$ cat src/rtl/alu_pkg.sv
// ---------------------------------------------------------------------------
// alu_pkg
// Shared definitions for the EX-stage ALU and the multi-cycle multiplier
// sequencer that borrows it.
//   - ALU_* : ALUControl encodings understood by the datapath ALU
//   - mul_state_t : multiplier sequencer states
// ---------------------------------------------------------------------------
package alu_pkg;

    localparam logic [3:0] ALU_AND   = 4'b0000;
    localparam logic [3:0] ALU_OR    = 4'b0001;
    localparam logic [3:0] ALU_ADD   = 4'b0010;
    localparam logic [3:0] ALU_SUB   = 4'b0110;
    localparam logic [3:0] ALU_PASSB = 4'b1111;

    typedef enum logic [1:0] {
        MS_IDLE,
        MS_ITER,
        MS_DONE
    } mul_state_t;

endpackage

$ cat src/rtl/mul_iter_counter.sv
// ---------------------------------------------------------------------------
// mul_iter_counter
// Iteration counter for the shift-add multiplier. Counts ITER cycles and flags
// the final one (count == N-1). It is $clog2(N) bits wide; the sequencer
// always leaves ITER on the terminal cycle, so the count never wraps.
//   clk_i     in  1  clock
//   reset_i   in  1  asynchronous active-high reset
//   clear_i   in  1  restart the count at zero (has priority over enable)
//   enable_i  in  1  advance the count by one
//   last_o    out 1  current count is N-1
// ---------------------------------------------------------------------------
module mul_iter_counter
    import alu_pkg::*;
#(
    parameter int N = 64
) (
    input  logic clk_i,
    input  logic reset_i,
    input  logic clear_i,
    input  logic enable_i,
    output logic last_o
);

    localparam int W = (N > 1) ? $clog2(N) : 1;

    logic [W-1:0] count_q;
    logic [W-1:0] count_d;

    always_comb begin
        count_d = count_q;
        if (clear_i) begin
            count_d = '0;
        end else if (enable_i) begin
            count_d = count_q + W'(1);
        end
    end

    always_ff @(posedge clk_i or posedge reset_i) begin
        if (reset_i) begin
            count_q <= '0;
        end else begin
            count_q <= count_d;
        end
    end

    assign last_o = (count_q == W'(N - 1));

endmodule

$ cat src/rtl/alu_mul_sequencer.sv
// ---------------------------------------------------------------------------
// alu_mul_sequencer
// Multi-cycle unsigned shift-add multiplier. It owns no adder: each ITER cycle
// it drives the shared EX-stage ALU with acc + (mplier[0] ? mcand : 0) and
// captures the ALU result as the new accumulator. The hazard unit stalls the
// pipeline while busy is high.
//
// Optional feature macro: ALU_MUL_EARLY_TERM_EN
//   defined   : leave ITER once the remaining multiplier bits are all zero;
//               op_b == 0 skips ITER entirely.
//   undefined : always N ITER cycles, latency N+1.
//
// Ports
//   clk          in  1  rising-edge clock
//   reset        in  1  asynchronous active-high reset
//   start        in  1  request, sampled only in IDLE
//   op_a, op_b   in  N  multiplicand / multiplier, captured on accept
//   busy         out 1  high from the cycle after accept until done
//   done         out 1  one-cycle pulse, product valid
//   product      out N  low N bits of op_a*op_b, held until next result
//   product_zero out 1  ALU zero flag from the final accumulate
//   alu_a/alu_b  out N  ALU operands
//   alu_ctrl     out 4  ALU operation select
//   alu_result   in  N  ALU result
//   alu_zero     in  1  ALU zero flag
// ---------------------------------------------------------------------------
module alu_mul_sequencer
    import alu_pkg::*;
#(
    parameter int N = 64
) (
    input  logic         clk,
    input  logic         reset,
    input  logic         start,
    input  logic [N-1:0] op_a,
    input  logic [N-1:0] op_b,
    output logic         busy,
    output logic         done,
    output logic [N-1:0] product,
    output logic         product_zero,
    output logic [N-1:0] alu_a,
    output logic [N-1:0] alu_b,
    output logic [3:0]   alu_ctrl,
    input  logic [N-1:0] alu_result,
    input  logic         alu_zero
);

    mul_state_t   state_q;
    logic [N-1:0] acc_q;
    logic [N-1:0] mcand_q;
    logic [N-1:0] mplier_q;
    logic [N-1:0] mplier_d;
    logic         busy_q;
    logic         done_q;
    logic [N-1:0] product_q;
    logic         productZero_q;

    logic cntClear;
    logic cntEnable;
    logic cntLast;
    logic iterLast;
    logic startSkip;

    assign mplier_d  = mplier_q >> 1;
    assign cntClear  = (state_q == MS_IDLE) && start;
    assign cntEnable = (state_q == MS_ITER);

    mul_iter_counter #(
        .N(N)
    ) uIterCounter (
        .clk_i   (clk),
        .reset_i (reset),
        .clear_i (cntClear),
        .enable_i(cntEnable),
        .last_o  (cntLast)
    );

    // With early termination, the run ends as soon as no set multiplier bits
    // remain; the counter's terminal flag still bounds the run at N cycles.
`ifdef ALU_MUL_EARLY_TERM_EN
    assign iterLast  = cntLast || (mplier_d == '0);
    assign startSkip = (op_b == '0);
`else
    assign iterLast  = cntLast;
    assign startSkip = 1'b0;
`endif

    // ALU drive: add the (possibly gated) multiplicand into the accumulator
    // while iterating; otherwise present a harmless AND of zeros.
    always_comb begin
        alu_a    = '0;
        alu_b    = '0;
        alu_ctrl = ALU_AND;
        if (state_q == MS_ITER) begin
            alu_a    = acc_q;
            alu_b    = mplier_q[0] ? mcand_q : '0;
            alu_ctrl = ALU_ADD;
        end
    end

    // Sequencer FSM with datapath and registered status outputs. The result
    // registers load on the edge that enters DONE, so product is valid in the
    // same cycle done is high.
    always_ff @(posedge clk or posedge reset) begin
        if (reset) begin
            state_q       <= MS_IDLE;
            acc_q         <= '0;
            mcand_q       <= '0;
            mplier_q      <= '0;
            busy_q        <= 1'b0;
            done_q        <= 1'b0;
            product_q     <= '0;
            productZero_q <= 1'b0;
        end else begin
            case (state_q)
                MS_IDLE: begin
                    done_q <= 1'b0;
                    if (start) begin
                        acc_q    <= '0;
                        mcand_q  <= op_a;
                        mplier_q <= op_b;
                        if (startSkip) begin
                            state_q       <= MS_DONE;
                            done_q        <= 1'b1;
                            product_q     <= '0;
                            productZero_q <= 1'b1;
                        end else begin
                            state_q <= MS_ITER;
                            busy_q  <= 1'b1;
                        end
                    end
                end
                MS_ITER: begin
                    acc_q    <= alu_result;
                    mcand_q  <= mcand_q << 1;
                    mplier_q <= mplier_d;
                    if (iterLast) begin
                        state_q       <= MS_DONE;
                        busy_q        <= 1'b0;
                        done_q        <= 1'b1;
                        product_q     <= alu_result;
                        productZero_q <= alu_zero;
                    end
                end
                MS_DONE: begin
                    done_q  <= 1'b0;
                    state_q <= MS_IDLE;
                end
                default: begin
                    state_q <= MS_IDLE;
                    busy_q  <= 1'b0;
                    done_q  <= 1'b0;
                end
            endcase
        end
    end

    assign busy         = busy_q;
    assign done         = done_q;
    assign product      = product_q;
    assign product_zero = productZero_q;

endmodule

$ cat config.mk
export PLATFORM = sky130hd
export DESIGN_NAME = alu_mul_sequencer
export DESIGN_NICKNAME = d
export VERILOG_FILES = /design/src/rtl/alu_pkg.sv /design/src/rtl/mul_iter_counter.sv /design/src/rtl/alu_mul_sequencer.sv
export SDC_FILE = /design/constraint.sdc
export NUM_CORES = 1
export LEC_CHECK = 0
export CORE_MARGIN = 2
export CORE_UTILIZATION = 48
export CTS_BUF_LIST = sky130_fd_sc_hd__clkbuf_4
export DETAILED_ROUTE_END_ITERATION = 6
export PLACE_DENSITY = 0.92
export SYNTH_ARGS = -nofsm -noshare
export SYNTH_HDL_FRONTEND = slang
export SYNTH_SLANG_ARGS = --single-unit
$ cat constraint.sdc
create_clock -name clk -period 12.4 [get_ports clk]
set_input_delay 1.86 -clock clk [delete_from_list [all_inputs] [get_ports clk]]
set_output_delay 1.86 -clock clk [all_outputs]
set_load 0.1 [all_outputs]
Word level (Yosys, flattened, before mapping). Cells that the tools add are included.

Bits in registers: 267. Input bits: 196. Output and inout bits: 199. Logic and storage cells: 44.

Add/subtract/negate cells: 1. Eq/ne operators: 5. Multiplexer cells: 20. Bitwise logic cells: 1. Reduce and logical (&&, ||, !) cells: 8.

Operator list (count): $mux 64 (6); $pmux 64 s2 (3); $mux 6 (2); $add 6x1->6 const B (1); $eq 6x6->1 const B (1); $mux 2 (3); $reduce_and 2->1 (3); $mux 1 (4); $pmux 2 s2 (1); $reduce_bool 2->1 (2); $pmux 1 s3 (1); $reduce_and 3->1 (1); $eq 2x1->1 const B (1); $eq 2x2->1 const B (1); $logic_not 2->1 (1); $ne 2x1->1 const B (1); $ne 2x2->1 const B (1); $logic_and 1x1->1 (1); $not 1->1 (1).

Longest topological paths before layout. Gate-level depths: netlist of run 1.

Depth in word-level cells: 3. Mapped depth: 7. Gate-level depth less buffers: 4.

By module. From an unflattened synthesis of run 1, not the netlist that was laid out.

Cells, all modules: 1130. Area total of the unflattened synthesis: 12065.3 um^2.

By module, submodules not included: alu_mul_sequencer (instances 1, cells an instance 1103, area an instance 11783.8 um^2, seq. area each 6531.3 um^2); mul_iter_counter (instances 1, cells an instance 27, area an instance 281.5 um^2, seq. area each 150.1 um^2).

Worst setup path after synthesis of run 1. No wires, ideal clock.

Path type: register to output. Start: register state_q[1]. End: output alu_b[47]. Data arrival time: 1.858 ns. Required time: 10.540 ns. Setup slack: 8.682 ns. Stages on the path, launching flop included: 6. Path buffers: 2. Cell sequence: dfrtp_1 > nand2b_4 > inv_2 > buf_2 > clkbuf_1 > and3_1.

Word-level cells in the longest chain between the ends: 2.

RTL lines: from (decl) (line alu_mul_sequencer.sv:48) `mul_state_t state_q;`; from (signal assigned) (line alu_mul_sequencer.sv:106) `state_q <= MS_IDLE;`; from (signal assigned) (line alu_mul_sequencer.sv:123) `state_q <= MS_DONE;`; from (signal assigned) (line alu_mul_sequencer.sv:128) `state_q <= MS_ITER;`; $eq 2x1->1 (line alu_mul_sequencer.sv:94) `if (state_q == MS_ITER) begin`; $mux 64 (line alu_mul_sequencer.sv:94); to (decl) (line alu_mul_sequencer.sv:42) `output logic [N-1:0] alu_b,`.

Every way passes these cells.

Final worst setup path of run 1.
Start: register state_q[0]. End: output alu_a[47].

Word-level cells in the longest chain between the ends: 2.

RTL lines: $eq 2x1->1 (line alu_mul_sequencer.sv:94); $mux 64 (line alu_mul_sequencer.sv:94); to (decl) (line alu_mul_sequencer.sv:41) `output logic [N-1:0] alu_a,`.

Every way passes these cells.

==> results.json, run 1 <==
{
  "io_pins": 395,
  "netlist.area_leader.share_pct": 55.5,
  "setup-tns-final_ns": 0,
  "grt_max_degree": 134,
  "synth-xor-area-share_pct": 0,
  "ff2ff_path_depth": 4,
  "critPathCaptureType": "output pin",
  "place_hpwl_mm": 24.4,
  "synth.most_common_cell": "dfrtp_1",
  "netlist_area_sq_um": 12000,
  "synthAdderAreaFrac_pct": 0.104,
  "ys_top_cells_by_count": "dfrtp_1 (267), nand2_1 (129), o21ai_0 (129)",
  "cts_setup_buffers": 0,
  "hold_buffers": 0,
  "synthMuxAreaShare_pct": 6.27,
  "drive_gt1_share_pct": 10.3,
  "grt_remaining_overflow": 0,
  "finalWorstSetupSlack_ns": 5.64,
  "hold_viol": 0,
  "clk-insertion-delay-late_ns": 0.68,
  "clk_pin_slew_ns": 0.06,
  "via_count": 10500,
  "status": "finished with violations",
  "dp_cells": 1732,
  "synth-simple-area-share_pct": 16.1,
  "area_growth_pct": 40.3,
  "async_flop_share_pct": 100,
  "ctsHtreeMaxLevel": 3,
  "violations": "design-rule violations",
  "synth_edf_count": 0,
  "whs_ns": 0.484,
  "ant_nets": 0,
  "routed_wl_mm": 36.7,
  "ir_drop_mv": 0.267,
  "synth_cell_types": 32,
  "nets": 1679,
  "antenna_found_initial": 5,
  "routed_via_density": 5.64,
  "wl_per_cell_microns": 19.7,
  "timing.fmax_mhz": 148,
  "power_density_nw_per_um2": 281,
  "route.detailed.drc": 1,
  "cts_max_path_buffers": 3,
  "cap_violations": 0,
  "avgSynthCellArea_sq_um": 10.8,
  "numPortBuffers": 391,
  "yosys_warnings": 0,
  "min_path_type": "reg2reg",
  "synth_compound_area_share_pct": 17.3,
  "cts_resized": 0,
  "numCtsBuffers": 72,
  "routabilityCongestion": 0.945,
  "worstPathArrival_ns": 4.90,
  "start_util_pct": 49.2,
  "firstDrtPassIters": 7,
  "cts.sinks": 267,
  "netlist_instances": 1117,
  "fin_skew_ns": 0.0697,
  "fin_cells": 1862,
  "hold_depth": 2,
  "setup_viol": 0,
  "grt_pass1_wl_mm": 57.2,
  "track_usage_pct": 27.6,
  "die_area_sq_um": 26300,
  "drt_iter0_markers": 898,
  "yosys-top-cells-area": "dfrtp_1 (56%), o21ai_0 (5.4%), a22o_1 (5.0%)",
  "die_h_microns": 162,
  "cts_tree": "built",
  "grt_pass1_vias": 10600,
  "period_minus_slack_ns": 6.76,
  "slew_headroom_pct": 21.0,
  "maxSlewViolCount": 0,
  "cts_root_buffer": "clkbuf_4",
  "power_leakage_uw": 0.00785,
  "rsz0062_at_grt": "no",
  "synth_ff_type": "dfrtp_1",
  "synth_top_family_by_area": "compound AO/OA/AOI/OAI gates",
  "ys_ff_latch": 267,
  "synth.yosys.seq_area_share_pct": 55.5,
  "start_kind": "flop",
  "worst_slew_pin_slew_ns": 1.19,
  "coreArea_sq_um": 24500,
  "die_w_microns": 162,
  "synth.largest_area_cell": "dfrtp_1",
  "finalCritPeriodShare_pct": 54.5,
  "criticalPathCategory": "reg2out",
  "crit_fanout": 124,
  "std_cell_rows": 57,
  "required_ns": 10.54,
  "place_ws_ns": 6.33,
  "fin_total_pwr_uw": 4740
}
## worst paths after layout
path | from | to | slack [ns]
max | state_q[0]$_DFFE_PP0P_ | alu_a[47] | 5.64
min | mplier_q[25]$_DFFE_PP0P_ | mplier_q[25]$_DFFE_PP0P_ | 0.48
max reg2reg | state_q[0]$_DFFE_PP0P_ | acc_q[24]$_DFFE_PP0P_ | 9.21
min reg2reg | mplier_q[25]$_DFFE_PP0P_ | mplier_q[25]$_DFFE_PP0P_ | 0.48
max in group asynchronous | reset | state_q[0]$_DFFE_PP0P_ | 8.94
min in group asynchronous | reset | acc_q[47]$_DFFE_PP0P_ | 1.71
## worst max-delay path, cell delays in order, from the launching register on
cell and delay, ns:
dfrtp_4 1.17, nand2b_4 0.15, inv_4 0.49, buf_4 0.91, and2_1 0.27, clkdlybuf4s50_1 1.14
## routing by layer
metal	vias to the layer above	global-route usage, %	routed length, microns
li1	4743	-	-
met1	5132	34.1	14100
met2	513	44.7	17900
met3	106	8.20	3180
met4	0	12.9	1570
met5	-	0	0
## layout make-up
type	instances	area [sq um]
fill	1708	7580
timing repair buffer	400	3980
antenna	5	12.5
inverter	3	21.3
tap	324	405
clock inverter	23	184
multi-input combinational	738	4820
sequential	267	6690
clock buffer	102	766
## state kept, by name (all words and copies together), names as in the netlist
register              cells
mcand_q                  64
product                  64
done                      1
uIterCounter.count_q      6
busy                      1
state_q                   2
mplier_q                 64
acc_q                    64
product_zero              1
## where the power goes
| part | leakage (uW) | total (uW) | switching (uW) | internal, uW |
|---|---|---|---|---|
| clock | 0.000557 | 814 | 370 | 444 |
| combinational | 0.00384 | 2530 | 1880 | 645 |
| sequential | 0.00345 | 1400 | 228 | 1170 |
## metrics by stage
step,utilization [%],cell area (sq um)
final,69.0,16900
after global routing,69.0,16900
after CTS,68.9,16900
after detailed placement,65.1,15900
after global placement,65.1,15900
after floorplan,-,12000
## cells by family (layout without fill, tap and decap cells)
| family | Yosys count | count (layout) |
|---|---|---|
| buf+inv | 114 | 528 |
| simple gates | 336 | 336 |
| compound gates | 331 | 331 |
| flops | 267 | 267 |
| other cells | 1 | 8 |
| fa+ha+maj | 1 | 1 |
| mux | 67 | 67 |
## layout by cell type, fill, tap and decap left out, types with 2 or more instances in the layout
master             n
clkdlybuf4s50_1  390
dfrtp_1          265
nand2_1          129
o21ai_0          129
clkbuf_4         102
a22o_1            69
a21oi_1           65
a22oi_1           64
and3_1            64
and2_1            64
and3b_1           62
mux2_1            39
mux2_2            28
clkinv_1          13
buf_4              9
diode_2            5
nor2b_1            4
nand3_1            4
nor2_1             4
clkinv_2           4
conb_1             3
bufinv_16          3
dfrtp_4            2
No activity file was read; power rests on OpenSTA's default activity.
==> run 2: changes to the inputs <==
==> constraint.sdc (replaced) <==
create_clock -name clk -period 6.88 [get_ports clk]
set_input_delay 1.032 -clock clk [delete_from_list [all_inputs] [get_ports clk]]
set_output_delay 1.032 -clock clk [all_outputs]
set_load 0.1 [all_outputs]
==> run 2 against run 1 <==
  * The flow still finishes with violations (design-rule violations)
  * First-iteration DRC count increased by 0.45%
  * Worst hold slack got worse by 0.0047 ns
  * Register-to-register slack got worse by 5.4 ns
  * Flip-flop and latch count unchanged
  * Core utilization is 0.17 points lower
  * Cell area shrank 0.25%
  * Combinational power is 81% higher
  * Clock power increased by 70%
  * Critical path type unchanged
  * Largest cell class unchanged
  * Largest power group unchanged
==> results.json, run 2 (synthesized netlist as in run 1, its figures left out) <==
{
  "status": "finished with violations",
  "violations": "design-rule violations",
  "start_util_pct": 49.2,
  "die_area_sq_um": 26300,
  "wl_per_cell_microns": 19.6,
  "die_w_microns": 162,
  "power_leakage_uw": 0.00782,
  "p_sw_uw": 4460,
  "sw_frac_of_total_pct": 52.8,
  "critPathCaptureType": "output pin",
  "period_minus_slack_ns": 5.13,
  "coreArea_sq_um": 24500,
  "min_path_type": "reg2reg",
  "start_kind": "flop",
  "cts_setup_buffers": 0,
  "required_ns": 5.85,
  "drive_gt1_share_pct": 10.0,
  "grt_util_met2_pct": 45.2,
  "routed_wl_mm": 36.4,
  "clk_pin_slew_ns": 0.06,
  "antenna_found_initial": 1,
  "die_h_microns": 162,
  "routabilityCongestion": 0.913,
  "criticalPathCategory": "reg2out",
  "setup_viol": 0,
  "rsz0062_at_grt": "no",
  "ctsHtreeMaxLevel": 3,
  "io_pins": 395,
  "grt_use_met3_pct": 6.38,
  "dp_cells": 1737,
  "ff2ff_path_depth": 5,
  "ant_nets": 0,
  "crit_fanout": 112,
  "routed_via_density": 5.64,
  "p_comb_share_pct": 54.2,
  "firstDrtPassIters": 7,
  "multi_input_comb_area_sq_um": 4820,
  "worst_slew_pin_slew_ns": 1.22,
  "route.detailed.drc": 3,
  "track_usage_pct": 27.4,
  "power_density_nw_per_um2": 502,
  "place_hpwl_mm": 24.2,
  "area_growth_pct": 39.9,
  "final_cell_mix": "clkdlybuf4s50_1 (390), dfrtp_1 (265), nand2_1 (129), o21ai_0 (129), clkbuf_4 (94)",
  "fin_skew_ns": 0.0699,
  "cts_max_path_buffers": 3,
  "worstPathArrival_ns": 4.10,
  "setup-tns-final_ns": 0,
  "fin_cells": 1854,
  "finalCritPeriodShare_pct": 74.6,
  "cap_violations": 0,
  "register_area_sq_um": 6690,
  "drt_iter0_markers": 902,
  "nets": 1683,
  "use_met1_pct": 34.3,
  "busiest_layer": "met2",
  "hold_depth": 2,
  "whs_ns": 0.479,
  "p_seq_share_pct": 29.5,
  "via_count": 10400,
  "internal_power_uw": 3990,
  "grt_pass1_vias": 10600,
  "num-fill-cells": 1739,
  "clk-insertion-delay-late_ns": 0.70,
  "final_common_cell": "clkdlybuf4s50_1",
  "grt_remaining_overflow": 0,
  "slew_headroom_pct": 18.2,
  "cts_tree": "built",
  "fin_total_pwr_uw": 8450,
  "cts_resized": 0,
  "ir_drop_mv": 0.562,
  "p_clk_share_pct": 16.3,
  "numPortBuffers": 391,
  "grt_max_degree": 161,
  "hold_viol": 0,
  "cts_root_buffer": "clkbuf_4",
  "grt_pass1_wl_mm": 57.1,
  "hold_buffers": 0,
  "maxSlewViolCount": 0,
  "r2r_slack_ns": 3.80,
  "std_cell_rows": 57,
  "numCtsBuffers": 71,
  "cts.sinks": 267,
  "timing.fmax_mhz": 195
}
[run 2: cell count changes in the layout (fill, tap and decap cells not counted), sizes merged]
| cell | change |
|---|---|
| buf | +5 |
| bufinv | -1 |
| clkbuf | -8 |
| clkinv | +1 |
| diode | -4 |
| inv | -1 |
[run 2: final cells by class]
type                            instances  area share (%)
Multi-Input combinational cell        738            28.7
Timing Repair Buffer                  405            23.9
Sequential cell                       267            39.7
Clock buffer                           94            4.19
Clock inverter                         22           0.981
Inverter                                3           0.104
Antenna cell                            1          0.0149
Tap cell                              324            2.41
[run 2: layer usage]
layer  share of wire (%)  up-vias
li1                    -     4750
met1                  39     5058
met2                  49      530
met3                 7.8      110
met4                 4.0        0
met5                   0        -
[run 2: power by group through the flow]
stage / clock network, uW / registers, uW / logic (uW)
finish: 1380 / 2490 / 4580
global placement: 0 / 2470 / 4500
global route: 1510 / 2560 / 4740
detailed placement: 0 / 2500 / 4580
floorplan: 0 / 3580 / 2330
CTS: 1420 / 2490 / 4590
[run 2: stage by stage]
| step | area, sq um | setup WS, ns | util, % |
|---|---|---|---|
| finish | 16800 | 1.75 | 68.8 |
| global route | 16800 | 1.48 | 68.8 |
| CTS | 16800 | 1.70 | 68.8 |
| detailed placement | 16000 | 2.45 | 65.2 |
| global placement | 16000 | 2.56 | 65.2 |
| floorplan | 12000 | 2.32 | - |
[run 2: worst paths after layout]
path / to / start
worst min-delay path: mplier_q[7]$_DFFE_PP0P_ / mplier_q[7]$_DFFE_PP0P_
max in group asynchronous: mplier_q[54]$_DFFE_PP0P_ / reset
worst min register to register: mplier_q[7]$_DFFE_PP0P_ / mplier_q[7]$_DFFE_PP0P_
worst max-delay path: alu_a[59] / state_q[0]$_DFFE_PP0P_
worst max register to register: mcand_q[27]$_DFFE_PP0P_ / state_q[1]$_DFFE_PP0P_
min in group asynchronous: acc_q[9]$_DFFE_PP0P_ / reset
[run 2: worst max-delay path, cell delays in order (launching register included)]
cell	delay (ns)
dfrtp_4	0.59
nand2b_4	0.12
inv_4	0.74
buf_4	0.58
and2_1	0.24
clkdlybuf4s50_1	1.14
==> run 3: changes to the inputs <==
==> constraint.sdc (replaced) <==
create_clock -name clk -period 5.4 [get_ports clk]
set_input_delay 0.81 -clock clk [delete_from_list [all_inputs] [get_ports clk]]
set_output_delay 0.81 -clock clk [all_outputs]
set_load 0.1 [all_outputs]
==> run 3 against run 2 <==
  * The run now ends clean
  * Count of clock-buffer cells in the layout rose by 10
  * First-iteration DRC count grew 19%
  * Non-clock buffer count up 1
  * Critical path type unchanged
  * Largest power group unchanged
==> results.json, run 3 (synthesized netlist as in run 1, its figures left out) <==
{
  "numPortBuffers": 391,
  "cap_violations": 0,
  "routed_wl_mm": 36.5,
  "clk-insertion-delay-late_ns": 0.69,
  "power_leakage_uw": 0.00792,
  "place_ws_ns": 1.89,
  "coreArea_sq_um": 24500,
  "min_from": "mplier_q[28]$_DFFE_PP0P_",
  "internal_power_uw": 5140,
  "hold_buffers": 0,
  "maxSlewViolCount": 0,
  "drive_gt1_share_pct": 14.8,
  "critPathCaptureType": "output pin",
  "firstDrtPassIters": 5,
  "std_cell_rows": 57,
  "cts_max_path_buffers": 3,
  "timing.fmax_mhz": 238,
  "p_clk_share_pct": 17.2,
  "ctsHtreeMaxLevel": 3,
  "power_density_nw_per_um2": 648,
  "slew_headroom_pct": 21.0,
  "fin_total_pwr_uw": 10800,
  "grt_remaining_overflow": 0,
  "grt_pass1_vias": 10600,
  "whs_ns": 0.481,
  "ir_drop_mv": 0.775,
  "fin_skew_ns": 0.0622,
  "io_pins": 395,
  "required_ns": 4.59,
  "status": "complete, no violations",
  "rsz0062_at_grt": "no",
  "grt_pass1_wl_mm": 58.1,
  "finalCritPeriodShare_pct": 77.9,
  "grt_max_degree": 133,
  "start_kind": "flop",
  "setup_viol": 0,
  "setup-tns-final_ns": 0,
  "die_h_microns": 162,
  "clk_pin_slew_ns": 0.06,
  "track_usage_pct": 27.9,
  "worstPathArrival_ns": 3.40,
  "final_cell_mix": "clkdlybuf4s50_1 (325), dfrtp_1 (265), nand2_1 (129), o21ai_0 (129), clkbuf_4 (104)",
  "r2r_start": "state_q[1]$_DFFE_PP0P_",
  "cp-startpoint": "state_q[1]$_DFFE_PP0P_",
  "antenna_found_initial": 2,
  "route.detailed.drc": 0,
  "cts_resized": 0,
  "via_count": 10300,
  "area_growth_pct": 39.1,
  "p_comb_share_pct": 53.5,
  "worst_slew_pin_slew_ns": 1.18,
  "finalWorstSetupSlack_ns": 1.19,
  "cts.sinks": 267,
  "place_hpwl_mm": 23.9,
  "cts_setup_buffers": 0,
  "period_minus_slack_ns": 4.21,
  "cts_root_buffer": "clkbuf_4",
  "sw_frac_of_total_pct": 52.5,
  "wl_per_cell_microns": 19.6,
  "ant_nets": 0,
  "min_path_type": "reg2reg",
  "crit_fanout": 102,
  "num-fill-cells": 1697,
  "die_w_microns": 162,
  "criticalPathCategory": "reg2out",
  "die_area_sq_um": 26300,
  "routed_via_density": 5.56,
  "p_sw_uw": 5690,
  "final_common_cell": "clkdlybuf4s50_1",
  "numCtsBuffers": 73,
  "p_seq_share_pct": 29.3,
  "nets": 1686,
  "start_util_pct": 49.2,
  "routabilityCongestion": 0.931,
  "hold_viol": 0,
  "cts_tree": "built",
  "drt_iter0_markers": 1075
}
run 3: changes by cell type in the layout (fill, tap and decap cells not counted), moves of 2 or more:
cell / change
clkinvlp_4: +2
clkinv_1: -6
clkdlybuf4s50_1: -65
clkinv_4: -5
buf_4: +66
clkbuf_4: +10
run 3: worst paths after layout:
check | to | slack (ns) | cells past startpoint
max in group asynchronous | mcand_q[59]$_DFFE_PP0P_ | 3.39 | 3
worst max-delay path | alu_b[41] | 1.19 | 4
min in group asynchronous | product[13]$_DFFE_PP0P_ | 0.65 | 2
worst min-delay path | mplier_q[28]$_DFFE_PP0P_ | 0.48 | 2
worst max register to register | mplier_q[42]$_DFFE_PP0P_ | 2.10 | 6
worst min register to register | mplier_q[28]$_DFFE_PP0P_ | 0.48 | 2
run 3: layout make-up:
| type | count | area [sq um] | area share (%) |
|---|---|---|---|
| Inverter | 3 | 17.5 | 0.105 |
| Tap cell | 324 | 405 | 2.42 |
| Sequential cell | 267 | 6690 | 40.0 |
| Antenna cell | 1 | 2.50 | 0.0150 |
| Multi-Input combinational cell | 738 | 4820 | 28.8 |
| Clock inverter | 14 | 144 | 0.860 |
| Clock buffer | 104 | 781 | 4.67 |
| Timing Repair Buffer | 406 | 3870 | 23.1 |
run 3: stage by stage:
stage | instances | utilization, % | instance area (sq um)
3_5_place_dp | 1738 | 64.6 | 15800
2_1_floorplan | 1119 | - | 12000
6_report | 1857 | 68.4 | 16700
5_1_grt | 1857 | 68.4 | 16700
3_3_place_gp | 1738 | 64.6 | 15800
4_1_cts | 1856 | 68.4 | 16700
run 3: power groups by stage:
stage,clock (uW),combinational (uW),sequential (uW)
2_1_floorplan,0,2970,4570
3_3_place_gp,0,5690,3150
3_5_place_dp,0,5790,3180
4_1_cts,1920,5810,3160
5_1_grt,2030,6020,3250
6_report,1870,5790,3170
run 3: worst max-delay path: stages (launching register included):
cell	delay, ns
dfrtp_4	0.47
nand2b_4	0.18
inv_4	0.59
and3_1	0.27
clkdlybuf4s50_1	1.15
run 3: routing by layer:
layer	share of wire, %	global-route usage (%)
met1	39	35.2
met2	49	44.8
met3	8.5	7.92
met4	3.8	12.8
met5	0.036	0
